--- config.mk ---
export PLATFORM = sky130hd
export DESIGN_NAME = uart_rx
export DESIGN_NICKNAME = d
export VERILOG_FILES = /design/src/rtl/uart_pkg.sv /design/src/rtl/uart_rx_sync.sv /design/src/rtl/uart_rx.sv
export SDC_FILE = /design/constraint.sdc
export NUM_CORES = 1
export LEC_CHECK = 0
export BUFFER_PORTS_ARGS = -buffer_cell sky130_fd_sc_hd__buf_2
export CORE_UTILIZATION = 40
export CTS_CLUSTER_SIZE = 28
export DETAILED_ROUTE_END_ITERATION = 16
export PLACE_DENSITY = 0.66
export SYNTH_ARGS = -nofsm -noshare
export SYNTH_HDL_FRONTEND = slang
export SYNTH_SLANG_ARGS = --single-unit
--- constraint.sdc ---
create_clock -name clk -period 1.63 [get_ports clk]
set_clock_uncertainty 0.2 [all_clocks]
set_input_delay 0.2445 -clock clk [delete_from_list [all_inputs] [get_ports clk]]
set_output_delay 0.2445 -clock clk [all_outputs]
set_load 0.03 [all_outputs]
--- src/rtl/uart_pkg.sv ---
// Shared UART definitions: receiver state encoding, frame width and line levels.
// The transmitter is expected to import this same package.
package uart_pkg;

    localparam int   DATA_BITS = 8;
    localparam logic LINE_IDLE = 1'b1;
    localparam logic START_BIT = 1'b0;

    typedef enum logic [2:0] {
        IDLE  = 3'd0,
        START = 3'd1,
        DATA  = 3'd2,
        STOP  = 3'd3,
        BREAK = 3'd4
    } rx_state_e;

endpackage

--- src/rtl/uart_rx_sync.sv ---
// Two-flop synchroniser for the receive pin. Both flops reset to the idle line
// level so that leaving reset never looks like a start bit.
module uart_rx_sync (
    input  logic clk,
    input  logic rst_n,
    input  logic d_i,
    output logic q_o
);
    import uart_pkg::*;

    logic meta_q;
    logic sync_q;

    // Metastability chain, synchronous active-low reset to line idle
    always_ff @(posedge clk) begin
        if (!rst_n) begin
            meta_q <= LINE_IDLE;
            sync_q <= LINE_IDLE;
        end else begin
            meta_q <= d_i;
            sync_q <= meta_q;
        end
    end

    assign q_o = sync_q;

endmodule

--- src/rtl/uart_rx.sv ---
// 8N1 UART receiver. Detects the start-bit falling edge, samples each bit at
// its middle, and reports a good byte (rx_done) or a bad stop bit (frame_err)
// with a one-cycle pulse. A line held low after a framing error parks in BREAK
// until it returns high, so a stuck-low line never starts a new frame.
// Build option: define UART_RX_SYNC_EN to put a two-flop synchroniser on rx
// (adds two cycles of latency, needed for an asynchronous pin).
//
// Handshake: rx_done is a one-cycle strobe with no back-pressure; dout is valid
// while rx_done is high and holds its value until the next good byte.
module uart_rx #(
    parameter int CLKS_PER_BIT = 1
) (
    input  logic       clk,
    input  logic       rst_n,
    input  logic       rx,
    output logic [7:0] dout,
    output logic       rx_done,
    output logic       frame_err,
    output logic       busy
);
    import uart_pkg::*;

    localparam int HALF  = (CLKS_PER_BIT - 1) / 2;
    localparam int CNT_W = ($clog2(CLKS_PER_BIT + 1) < 1) ? 1 : $clog2(CLKS_PER_BIT + 1);
    localparam logic [CNT_W-1:0] HALF_C = CNT_W'(HALF);
    localparam logic [CNT_W-1:0] LAST_C = CNT_W'(CLKS_PER_BIT - 1);

    logic rx_s;

`ifdef UART_RX_SYNC_EN
    uart_rx_sync u_sync (
        .clk   (clk),
        .rst_n (rst_n),
        .d_i   (rx),
        .q_o   (rx_s)
    );
`else
    assign rx_s = rx;
`endif

    rx_state_e            state_q, state_d;
    logic [CNT_W-1:0]     cnt_q, cnt_d;
    logic [2:0]           bit_idx_q, bit_idx_d;
    logic [DATA_BITS-1:0] shreg_q, shreg_d;
    logic [DATA_BITS-1:0] dout_q, dout_d;
    logic                 rx_done_q, rx_done_d;
    logic                 frame_err_q, frame_err_d;

    // State and datapath registers, synchronous active-low reset
    always_ff @(posedge clk) begin
        if (!rst_n) begin
            state_q     <= IDLE;
            cnt_q       <= '0;
            bit_idx_q   <= '0;
            shreg_q     <= '0;
            dout_q      <= '0;
            rx_done_q   <= 1'b0;
            frame_err_q <= 1'b0;
        end else begin
            state_q     <= state_d;
            cnt_q       <= cnt_d;
            bit_idx_q   <= bit_idx_d;
            shreg_q     <= shreg_d;
            dout_q      <= dout_d;
            rx_done_q   <= rx_done_d;
            frame_err_q <= frame_err_d;
        end
    end

    // Next state: bit timing, mid-bit sampling and stop-bit decision
    always_comb begin
        state_d     = state_q;
        cnt_d       = cnt_q;
        bit_idx_d   = bit_idx_q;
        shreg_d     = shreg_q;
        dout_d      = dout_q;
        rx_done_d   = 1'b0;
        frame_err_d = 1'b0;
        unique case (state_q)
            IDLE: begin
                if (rx_s == START_BIT) begin
                    bit_idx_d = '0;
                    // With one or two clocks per bit the start edge is already mid-bit
                    if (HALF == 0) begin
                        state_d = DATA;
                        cnt_d   = '0;
                    end else begin
                        state_d = START;
                        cnt_d   = CNT_W'(1);
                    end
                end
            end
            START: begin
                if (cnt_q == HALF_C) begin
                    cnt_d   = '0;
                    // A start bit that is gone by mid-bit was a glitch
                    state_d = (rx_s == START_BIT) ? DATA : IDLE;
                end else begin
                    cnt_d = cnt_q + 1'b1;
                end
            end
            DATA: begin
                if (cnt_q == LAST_C) begin
                    cnt_d              = '0;
                    shreg_d[bit_idx_q] = rx_s;
                    bit_idx_d          = bit_idx_q + 1'b1;
                    if (bit_idx_q == 3'(DATA_BITS - 1)) begin
                        state_d = STOP;
                    end
                end else begin
                    cnt_d = cnt_q + 1'b1;
                end
            end
            STOP: begin
                if (cnt_q == LAST_C) begin
                    cnt_d = '0;
                    if (rx_s == LINE_IDLE) begin
                        dout_d    = shreg_q;
                        rx_done_d = 1'b1;
                        state_d   = IDLE;
                    end else begin
                        frame_err_d = 1'b1;
                        state_d     = BREAK;
                    end
                end else begin
                    cnt_d = cnt_q + 1'b1;
                end
            end
            BREAK: begin
                if (rx_s == LINE_IDLE) begin
                    state_d = IDLE;
                end
            end
            default: begin
                state_d = IDLE;
            end
        endcase
    end

    // Outputs: busy decoded from state, strobes and byte straight from registers
    always_comb begin
        busy      = (state_q != IDLE);
        dout      = dout_q;
        rx_done   = rx_done_q;
        frame_err = frame_err_q;
    end

endmodule
---- After elaboration in Yosys (flattened, before gate mapping) ----
Index checks and enable logic that the tools add are counted.
storage, ports and cells
  register bits after elaboration ......... 25
  input port bits ......................... 3
  output and inout port bits .............. 11
operators by class
  add/sub/neg operators ................... 2
  magnitude comparators ................... 2
  eq/ne operators ......................... 11
  mux-type cells .......................... 20
  bitwise logic cells ..................... 3
  reductions and logical operators ........ 12
operators with widths
  cell                                                                                  number
  3-bit 2-to-1 mux                                                                      9
  3-bit one-hot mux with 5 select lines                                                 1
  2-bit != test (second input constant)                                                 6
  8-bit bitwise mux                                                                     1
  3-bit by 2-bit equality test with 1-bit output (second input constant)                2
  3-bit equality test (second input constant)                                           2
  3-bit one-hot mux with 2 select lines                                                 1
  3-bit AND reduction                                                                   2
  6-bit AND reduction                                                                   1
  3-bit OR reduction                                                                    2
  1-bit 2-to-1 mux                                                                      5
  3-bit by 4-bit < comparator with 1-bit output (second input constant)                 1
  2-bit AND reduction                                                                   2
  2-bit nonzero test                                                                    2
  3-bit by 1-bit adder with 3-bit output (second input constant)                        1
  1-bit demux with 3-bit select                                                         1
  3-bit by 1-bit equality test with 1-bit output (second input constant)                1
  3-bit by 1-bit greater-or-equal comparator with 1-bit output (second input constant)  1
  3-bit logical NOT                                                                     1
  1-bit inverter                                                                        3
  3-bit nonzero test                                                                    1
  2-bit 2-to-1 mux                                                                      1
  1-bit one-hot mux with 2 select lines                                                 1
  1-bit adder (second input constant)                                                   1
  1-bit logical AND                                                                     1

---- Logic depth before layout (Yosys ltp) ----
Gate-level depths: netlist of the first run.
  depth after elaboration ................. 5
  gate-level depth with buffers ........... 5

---- Worst setup path after synthesis of the first run ----
OpenSTA, ideal clock, no wires.
  path type ............................... register -> output
  start ................................... register state_q[0]
  end ..................................... output port busy
  data arrival time ....................... 0.971 ns
  data required time ...................... 1.185 ns
  setup slack ............................. 0.214 ns
  cell stages (with the launch flop) ...... 3
  path buffers ............................ 1
  cells stage by stage .................... dfxtp_1 > buf_6 > or3_1
on the way
  longest elaborated chain between the ends .. 1
ends and longest elaborated chain
  element                 RTL line        source
  start, declared         uart_rx.sv:41   rx_state_e state_q, state_d;
  start signal, assigned  uart_rx.sv:60   state_q <= state_d;
  3-bit nonzero test      uart_rx.sv:142  busy = (state_q != IDLE);
  end, declared           uart_rx.sv:19   output logic busy
Every way passes these cells.

---- Final worst setup path of the first run ----
  start ................................... register state_q[2]
  end ..................................... output port busy
Same word-level chain as after synthesis.

==> out/results.tsv, run 1 <==
stage	metric	value	unit
critical_path	critPathCaptureType	output pin	
global_routing	grt_pass1_wl	2910	um
clock_tree	cts_tree	done	
yosys	synth_ff_type	dfxtp_1	
clock_tree	cts_buffers	3	
timing	fin_hold_ws	0.0309	ns
yosys	yosysSeqAreaShare	0.494	
timing	slew_headroom	0.727	
global_routing	overflow	0	
placement	port_buffers	13	
clock_tree	path_clk_slew	0.12	ns
cells_and_area	n_antenna_cell	0	
global_routing	grt_max_degree	18	
timing	hold_viol	0	
placement	dpl.cell_count	137	
floorplan	rows	17	
yosys	synth.top_cell.area_share	0.494	
outcome	status	completed	
floorplan	coreArea	2250	um2
drt	num_vias	719	
drt	drt_iter0_drc	11	
critical_path	cpMaxStageDelayCell	or3_4	
power_and_ir_drop	power.density	818	nW/um2
clock_tree	cts_num_sinks	24	
floorplan	die_area	2630	um2
power_and_ir_drop	leakagePower	0.000506	uW
job	max-cap-violations	0	
yosys	async_reset_ff_frac	0	
yosys	yosys-top-cells-count	24 x dfxtp_1, 15 x nand2_1, 11 x o21ai_0	
timing	rsz0062_at_grt	true	
timing	timing.setup.tns	0	ns
cells_and_area	n_fill_cell	238	
drt	wl	1650	um
floorplan	top_level_ports	14	
placement	dpl_cell_area	1040	um2
timing	slew_violations	0	
critical_path	crit_type	register to output pin	
drt	viasPerCell	5.06	
drt	wl_per_cell	11.6	um
timing	timing.fmax	615	MHz
global_routing	grt_use_total	0.152	
global_routing	grt_pass1_vias	669	
yosys	yosysWarnings	0	
cells_and_area	drive_gt1_frac	0.228	
yosys	netlist_instances	100	
timing	setup_viol	0	
clock_tree	clockBufferDepth	2	
timing	worst_pin_slew	0.409	ns
yosys	synthTopCellsByArea	dfxtp_1 49%, mux2i_1 8.2%, nand2_1 5.8%	
clock_tree	clk_latency	0.30	ns
yosys	synth_edf_count	0	
yosys	synth_nets	105	
critical_path	critPathMaxFanout	2	
floorplan	start_util	0.432	
cells_and_area	final_util	0.487	
yosys	netlist_area	973	um2
yosys	synth.most_common_cell	dfxtp_1	
drt	ant_nets	0	
yosys	avgSynthCellArea	9.73	um2
cells_and_area	nNetsFinal	121	
drt	drc	0	
critical_path	worstPathRequired	1.19	ns
clock_tree	clock-root-buffer	clkbuf_4	
critical_path	cp_cell_sequence	or3_4, buf_6	
critical_path	crit_path_start_kind	register	
cells_and_area	fin_area	1100	um2
floorplan	die_x	51.3	um
global_routing	antenna_found_initial	0	
timing	min_period_over_period	0.997	
critical_path	cp_slowest_stage_delay	0.38	ns
power_and_ir_drop	irDropWorstVdd	481	uV
placement	dpl.hpwl	1150	um
drt	first_pass_iters	4	
cells_and_area	regArea	489	um2
floorplan	dieHeight	51.3	um
yosys	synth_largest_area_cell	dfxtp_1	
cells_and_area	multi_input_area	454	um2
timing	period_minus_slack	1.63	ns
min_path	hold_class	input port to register	
clock_tree	h-tree-depth	1	
yosys	ys_ff_latch	24	
critical_path	worstPathArrival	1.18	ns
yosys	ys_types	26	
placement	gp_congestion	0.794	
cells_and_area	stdcell_count	142	
cells_and_area	area_delta_synth_final	12.9	%
clock_tree	cts_hold_buf	0	
==> registers in the layout, summed over array words and instances (netlist names) <==
signal	cells
dout	8
shreg_q	8
bit_idx_q	3
state_q	3
frame_err	1
rx_done	1
==> worst max-delay path, delay by kind of cell (launching register included) <==
kind | cells | cell delay, ns
buffers and inverters | 1 | 0.14
flip-flops | 1 | 0.36
AND/OR/NAND/NOR | 1 | 0.38
==> path summary, 6_finish.rpt <==
kind	cells after the start	slack, ns	from	endpoint
setup / recovery	2	0.005	state_q[2]$_SDFFE_PN0P_	busy
hold reg to reg	2	0.27	shreg_q[3]$_SDFFE_PN0P_	shreg_q[3]$_SDFFE_PN0P_
hold / removal	2	0.03	rst_n	state_q[0]$_SDFFE_PN0P_
setup reg to reg	4	0.20	state_q[0]$_SDFFE_PN0P_	bit_idx_q[1]$_SDFFE_PN0P_
==> metal layers <==
| metal | part of all wire | up-vias | track usage |
|---|---|---|---|
| met2 | 0.48 | 13 | 0.246 |
| met4 | 0.020 | 0 | 0.0676 |
| met1 | 0.46 | 323 | 0.181 |
| li1 | - | 379 | - |
| met5 | 0 | - | 0 |
| met3 | 0.043 | 4 | 0.0536 |
==> repair_timing <==
item / CTS / global route
pin swaps: 1 / 0
gates resized for setup: 7 / 1
endpoints found under the setup margin: 1 / 1
buffers inserted: 2 / 0
==> cells in the final DEF, fill, tap and decap left out <==
| master | n |
|---|---|
| dfxtp_2 | 1 |
| a2111oi_0 | 1 |
| nand4b_4 | 1 |
| clkbuf_4 | 3 |
| nand3_1 | 10 |
| nor2b_1 | 1 |
| a21oi_1 | 4 |
| mux2i_1 | 8 |
| or3b_1 | 1 |
| nand2b_1 | 2 |
| and3_1 | 1 |
| dfxtp_1 | 21 |
| nor3b_1 | 2 |
| buf_2 | 12 |
| nor2_1 | 3 |
| buf_6 | 1 |
| nor3_1 | 1 |
| or3_4 | 1 |
| o21ai_0 | 11 |
| and3b_1 | 1 |
| dfxtp_4 | 2 |
| inv_1 | 1 |
| nand3b_1 | 1 |
| buf_4 | 3 |
| ha_1 | 2 |
| or2_2 | 1 |
| nand2_1 | 15 |
| nor3b_4 | 1 |
| nand4b_1 | 2 |
==> power breakdown <==
group	internal [uW]	total, uW	leakage [uW]	switching [uW]
combinational	23.1	54.7	0.000296	31.6
sequential	590	600	0.000196	10.1
clock	86.2	244	0.0000138	157
==> metrics by stage <==
step                setup WS [ns]  total power [uW]
floorplan                   0.214               655
detailed placement          0.215               668
finish                    0.00492               899
global route              -0.0500               948
global placement            0.227               667
CTS                       -0.0152               916
==> cell type report <==
class	instances	area share
Clock buffer	3	0.0205
Multi-Input combinational cell	70	0.413
Sequential cell	24	0.445
Timing Repair Buffer	16	0.0854
Inverter	1	0.00342
Tap cell	28	0.0319
==> kinds of logic (layout without fill, tap and decap cells) <==
kind of cell    Yosys count  in the layout  share of synthesized area
buf+inv                   6             20                     0.0450
compound gates           16             16                     0.0861
fa+ha+maj                 2              2                     0.0257
simple gates             44             44                      0.267
mux                       8              8                     0.0823
flops                    24             24                      0.494
(Power assumes the default switching activity.)
==> run 2: changes to the inputs <==
--- a/config.mk
+++ b/config.mk
@@ -6,10 +6,10 @@
 export NUM_CORES = 1
 export LEC_CHECK = 0
 export BUFFER_PORTS_ARGS = -buffer_cell sky130_fd_sc_hd__buf_2
-export CORE_UTILIZATION = 40
+export CORE_UTILIZATION = 45
 export CTS_CLUSTER_SIZE = 28
 export DETAILED_ROUTE_END_ITERATION = 16
-export PLACE_DENSITY = 0.66
+export PLACE_DENSITY = 0.72
 export SYNTH_ARGS = -nofsm -noshare
 export SYNTH_HDL_FRONTEND = slang
 export SYNTH_SLANG_ARGS = --single-unit
==> constraint.sdc (replaced) <==
create_clock -name clk -period 1.63 [get_ports clk]
set_clock_uncertainty 0.2 [all_clocks]
set_input_delay 0 -clock clk [delete_from_list [all_inputs] [get_ports clk]]
set_output_delay 0 -clock clk [all_outputs]
set_load 0.03 [all_outputs]
==> run 2 against run 1 <==
Non-clock buffer count did not move. Cell count unchanged. First-iteration DRC count shrank 45%. Hold slack better by 0.25 ns. Power increased by 21%. Register-to-register slack about the same. Combinational power up 0.7%. Sequential share of layout area is 1.5 points lower. Sequential cell count stayed put.
==> out/results.tsv, run 2 (synthesized netlist as in run 1, its figures left out) <==
stage	metric	value	unit	change
timing	worst_pin_slew	0.391	ns	-0.0185 ns
clock_tree	path_clk_slew	0.13	ns	about the same
cells_and_area	layout_commonest_cell	dfxtp_1		
timing	slew_violations	0		unchanged
drt	wl_per_cell	11.6	um	+0.30%
global_routing	grt_max_degree	18		unchanged
power_and_ir_drop	internal-power	865	uW	+24%
timing	rsz0062_at_grt	false		
power_and_ir_drop	swShare	0.203		-0.0185
timing	period_minus_slack	1.49	ns	-0.133 ns
clock_tree	clock-root-buffer	clkbuf_4		
floorplan	die_area	2350	um2	-11%
placement	dpl_cell_area	1040	um2	-0.12%
placement	dp_slack	0.172	ns	-0.0438 ns
drt	viasPerCell	5.15		+1.8%
cells_and_area	nNetsFinal	121		unchanged
drt	drc	0		unchanged
placement	gp_congestion	0.818		+3.0%
cells_and_area	multi_input_area	454	um2	unchanged
floorplan	dieHeight	48.5	um	-5.5%
floorplan	die_x	48.5	um	-5.5%
drt	ant_nets	0		unchanged
timing	setup_viol	0		unchanged
placement	dpl.hpwl	1220	um	+6.1%
outcome	status	completed		
power_and_ir_drop	power.share.clock	0.393		+0.122
critical_path	worstPathRequired	1.43	ns	+0.24 ns
critical_path	regToRegSetupSlack	0.20	ns	about the same
clock_tree	h-tree-depth	1		unchanged
job	max-cap-violations	0		unchanged
timing	timing.fmax	670	MHz	+8.9%
drt	first_pass_iters	4		unchanged
critical_path	crit_type	register to output pin		
power_and_ir_drop	switching_power	221	uW	+11%
timing	min_period_over_period	0.915		-0.0816
cells_and_area	n_antenna_cell	0		unchanged
drt	num_vias	732		+1.8%
cells_and_area	drive_gt1_frac	0.200		-0.0281
critical_path	cpMaxStageDelayCell	dfxtp_1		
min_path	hold_class	register to register		
power_and_ir_drop	irDropWorstVdd	518	uV	+7.6%
floorplan	rows	16		-1
critical_path	critPathCaptureType	output pin		
cells_and_area	regArea	482	um2	-1.5%
clock_tree	cts_num_sinks	24		unchanged
cells_and_area	area_delta_synth_final	14.9	%	
clock_tree	clockBufferDepth	2		unchanged
power_and_ir_drop	leakagePower	0.000519	uW	+2.6%
clock_tree	cts_buffers	3		unchanged
cells_and_area	stdcell_count	142		unchanged
global_routing	grt_pass1_wl	2750	um	-5.4%
timing	worst_slack	0.138	ns	+0.133 ns
drt	wl	1650	um	+0.30%
power_and_ir_drop	power.density	971	nW/um2	+19%
cells_and_area	final_cell_mix	23 x dfxtp_1, 15 x nand2_1, 13 x buf_2		
critical_path	crit_path_start_kind	register		
drt	drt_iter0_drc	6		-5
clock_tree	clk_latency	0.32	ns	+0.02 ns
cells_and_area	n_fill_cell	206		-13%
critical_path	critPathMaxFanout	9		+7
power_and_ir_drop	seqPwrFrac	0.556		-0.112
global_routing	antenna_found_initial	0		unchanged
floorplan	top_level_ports	14		unchanged
timing	slew_headroom	0.733		+0.00618
clock_tree	cts_tree	done		
critical_path	cp_slowest_stage_delay	0.43	ns	+0.05 ns
critical_path	worstPathArrival	1.29	ns	+0.11 ns
timing	timing.setup.tns	0	ns	unchanged
global_routing	grt_use_total	0.154		+0.00195
global_routing	grt_pass1_vias	657		-1.8%
floorplan	coreArea	2000	um2	-11%
placement	dpl.cell_count	136		-0.73%
placement	port_buffers	13		unchanged
cells_and_area	fin_area	1120	um2	+1.8%
global_routing	overflow	0		unchanged
critical_path	cp_cell_sequence	or3_1, buf_2		
floorplan	start_util	0.486		+0.0545
power_and_ir_drop	combPwrFrac	0.051		-0.010
timing	hold_viol	0		unchanged
clock_tree	cts_setup_buffers	0		-2
[run 2: cell types whose count changed in the layout (fill, tap and decap cells not counted), sizes merged]
cell	before	now
buf	16	14
bufinv	0	1
dlygate4sd3	0	2
[run 2: final timing paths]
check | from | to | cells past startpoint
worst min-delay path | shreg_q[5]$_SDFFE_PN0P_ | shreg_q[5]$_SDFFE_PN0P_ | 2
worst max register to register | state_q[1]$_SDFFE_PN0P_ | shreg_q[3]$_SDFFE_PN0P_ | 3
worst min register to register | shreg_q[5]$_SDFFE_PN0P_ | shreg_q[5]$_SDFFE_PN0P_ | 2
worst max-delay path | state_q[2]$_SDFFE_PN0P_ | busy | 2
[run 2: what timing repair did]
item | in CTS | in global routing
hold endpoints to repair | 24 | 0
setup endpoints to repair | 0 | 1
hold buffers | 2 | 0
gates resized for setup | 0 | 2
[run 2: critical path: cells and delay by family (launching register included)]
kind	cells	cell delay, ns
flip-flops	1	0.43
AND/OR/NAND/NOR	1	0.37
buffers and inverters	1	0.18
[run 2: cell type report]
type | instances | area share
Clock buffer | 3 | 0.0201
Clock inverter | 1 | 0.0268
Inverter | 1 | 0.00336
Tap cell | 27 | 0.0302
Multi-Input combinational cell | 70 | 0.406
Timing Repair Buffer | 16 | 0.0828
Sequential cell | 24 | 0.431
[run 2: per-layer routing]
layer | GRT usage | wire (um)
met2 | 0.246 | 767
met4 | 0.103 | 46
met3 | 0.0283 | 43
met5 | 0 | 0
met1 | 0.189 | 794
[run 2: power by group through the flow]
stage               registers [uW]  logic [uW]  clock network, uW
floorplan                      611        44.4                  0
global placement               616        51.2                  0
detailed placement             617        51.4                  0
CTS                            604        55.1                432
global route                   605        62.6                461
finish                         604        55.1                427
[run 2: per-stage QoR]
stage               power [uW]  hold WS [ns]  utilization
global route              1130         0.298        0.559
detailed placement         668         0.162        0.519
floorplan                  655       -0.0300            -
global placement           667         0.150        0.519
CTS                       1090         0.279        0.556
finish                    1090         0.277        0.559
==> run 3: changes to the inputs <==
--- a/config.mk
+++ b/config.mk
@@ -5,7 +5,7 @@
 export SDC_FILE = /design/constraint.sdc
 export NUM_CORES = 1
 export LEC_CHECK = 0
-export BUFFER_PORTS_ARGS = -buffer_cell sky130_fd_sc_hd__buf_2
+export BUFFER_PORTS_ARGS = -buffer_cell sky130_fd_sc_hd__clkbuf_2
 export CORE_UTILIZATION = 45
 export CTS_CLUSTER_SIZE = 28
 export DETAILED_ROUTE_END_ITERATION = 16
==> run 3 against run 2 <==
Setup slack got worse by 0.039 ns. Die area did not move. Maximum frequency fell by 2.5%. Clock-buffer cell count unchanged. Power fell by 0.24%. Sequential power barely moved. Via count is 0.41% higher. Core utilization is 0.19 points higher. Sequential share of layout area fell by 0.26 points. Cell area grew 0.34%. Wire length decreased by 1.0%. Critical endpoint unchanged. Largest power group unchanged.
==> out/results.tsv, run 3 (synthesized netlist as in run 1, its figures left out) <==
stage	metric	value	unit	change
clock_tree	path_clk_slew	0.13	ns	about the same
power_and_ir_drop	power.density	965	nW/um2	-0.58%
drt	first_pass_iters	4		unchanged
drt	drt_iter0_drc	16		+10
global_routing	grt_max_degree	18		unchanged
cells_and_area	n_antenna_cell	0		unchanged
placement	gp_congestion	0.818		about the same
critical_path	reg2reg_depth	3		unchanged
global_routing	antenna_found_initial	0		unchanged
global_routing	grt_pass1_vias	674		+2.6%
timing	timing.fmax	653	MHz	-2.5%
global_routing	grt_pass1_wl	2840	um	+3.2%
cells_and_area	final_cell_mix	24 x dfxtp_1, 15 x nand2_1, 13 x clkbuf_2		
global_routing	overflow	0		unchanged
placement	port_buffers	13		unchanged
cells_and_area	final_util	0.561		+0.00188
floorplan	dieHeight	48.5	um	unchanged
drt	viasPerCell	5.14		-0.29%
clock_tree	cts_repair_resize_count	0		unchanged
outcome	status	completed		
critical_path	critPathCaptureType	output pin		
timing	min_period_over_period	0.939		+0.0238
floorplan	die_area	2350	um2	unchanged
floorplan	die_x	48.5	um	unchanged
critical_path	worstPathRequired	1.43	ns	about the same
cells_and_area	n_fill_cell	182		-12%
timing	rsz0062_at_grt	false		
clock_tree	h-tree-depth	1		unchanged
floorplan	coreArea	2000	um2	unchanged
drt	wl	1640	um	-1.0%
floorplan	start_util	0.486		unchanged
critical_path	reg2reg_from	state_q[1]$_SDFFE_PN0P_		
power_and_ir_drop	p_total	1080	uW	-0.24%
min_path	hold_class	register to register		
timing	timing.setup.tns	0	ns	unchanged
critical_path	critPathMaxFanout	12		+3
critical_path	crit_path_start_kind	register		
critical_path	crit_type	register to output pin		
cells_and_area	area_delta_synth_final	15.3	%	
drt	drc	0		unchanged
cells_and_area	nNetsFinal	122		+0.83%
placement	dpl.hpwl	1150	um	-5.7%
timing	hold_viol	0		unchanged
clock_tree	cts_num_sinks	24		unchanged
timing	slew_violations	0		unchanged
critical_path	critPathLaunch	state_q[0]$_SDFFE_PN0P_		
drt	wl_per_cell	11.4	um	-1.7%
timing	period_minus_slack	1.53	ns	+0.0387 ns
job	max-cap-violations	0		unchanged
power_and_ir_drop	irDropWorstVdd	747	uV	+44%
critical_path	endpoint	busy		
drt	num_vias	735		+0.41%
critical_path	regToRegSetupSlack	0.16	ns	-0.04 ns
timing	worst_pin_slew	0.446	ns	+0.0551 ns
clock_tree	clock-root-buffer	clkbuf_4		
timing	setup_viol	0		unchanged
floorplan	rows	16		unchanged
global_routing	grt_use_total	0.157		+0.00288
clock_tree	clk_latency	0.32	ns	about the same
clock_tree	cts_buffers	3		unchanged
power_and_ir_drop	leakagePower	0.000508	uW	-2.1%
clock_tree	clockBufferDepth	2		unchanged
drt	ant_nets	0		unchanged
timing	slew_headroom	0.702		-0.0307
critical_path	crit-reg2reg-capture	bit_idx_q[0]$_SDFFE_PN0P_		
floorplan	top_level_ports	14		unchanged
cells_and_area	drive_gt1_frac	0.181		-0.0190
clock_tree	cts_tree	done		
critical_path	worstPathArrival	1.33	ns	+0.04 ns
cells_and_area	layout_commonest_cell	dfxtp_1		
-- run 3: power breakdown --
part | internal [uW] | switching, uW | total, uW
Clock | 249 | 173 | 422
Sequential | 593 | 9.58 | 603
Combinational | 24.2 | 33.9 | 58.1
-- run 3: what timing repair did --
| action | CTS | global route |
|---|---|---|
| endpoints found under the hold margin | 24 | 0 |
| hold buffers | 3 | 0 |
| buffers inserted | 0 | 0 |
-- run 3: critical path, stage by stage, from the launching register on --
cell	delay, ns
dfxtp_1	0.44
or3_1	0.40
clkbuf_2	0.19
-- run 3: metal layers --
metal / vias up / track usage / routed length (um)
li1: 387 / - / -
met1: 331 / 0.186 / 754
met2: 15 / 0.263 / 788
met3: 2 / 0.0566 / 79
met4: 0 / 0.0539 / 12
met5: - / 0 / 0
-- run 3: how the worst min path moves through the flow --
stage,start,end,cells after the start
2_1_floorplan,rst_n,rx_done$_SDFF_PP0_,2
3_3_place_gp,rx,frame_err$_SDFF_PP0_,3
3_5_place_dp,rx,frame_err$_SDFF_PP0_,3
4_1_cts,shreg_q[2]$_SDFFE_PN0P_,dout[2]$_SDFFE_PN0P_,2
5_1_grt,shreg_q[3]$_SDFFE_PN0P_,shreg_q[3]$_SDFFE_PN0P_,2
6_report,shreg_q[2]$_SDFFE_PN0P_,dout[2]$_SDFFE_PN0P_,2
-- run 3: final cells by class --
class / instances / area (um2) / share of cell area
multi-input combinational: 70 / 449 / 0.400
clock inverter: 1 / 30.0 / 0.0268
timing repair buffer: 17 / 103 / 0.0914
inverter: 1 / 3.75 / 0.00334
sequential: 24 / 480 / 0.428
tap: 27 / 33.8 / 0.0301
clock buffer: 3 / 22.5 / 0.0201
-- run 3: per-stage QoR --
stage / hold WS, ns / worst slack, ns / instances / area (um2)
global route: 0.297 / 0.0291 / 143 / 1120
floorplan: -0.0300 / 0.331 / 100 / 973
finish: 0.270 / 0.0992 / 143 / 1120
CTS: 0.277 / 0.0883 / 143 / 1120
detailed placement: 0.175 / 0.178 / 136 / 1040
global placement: 0.157 / 0.222 / 136 / 1040
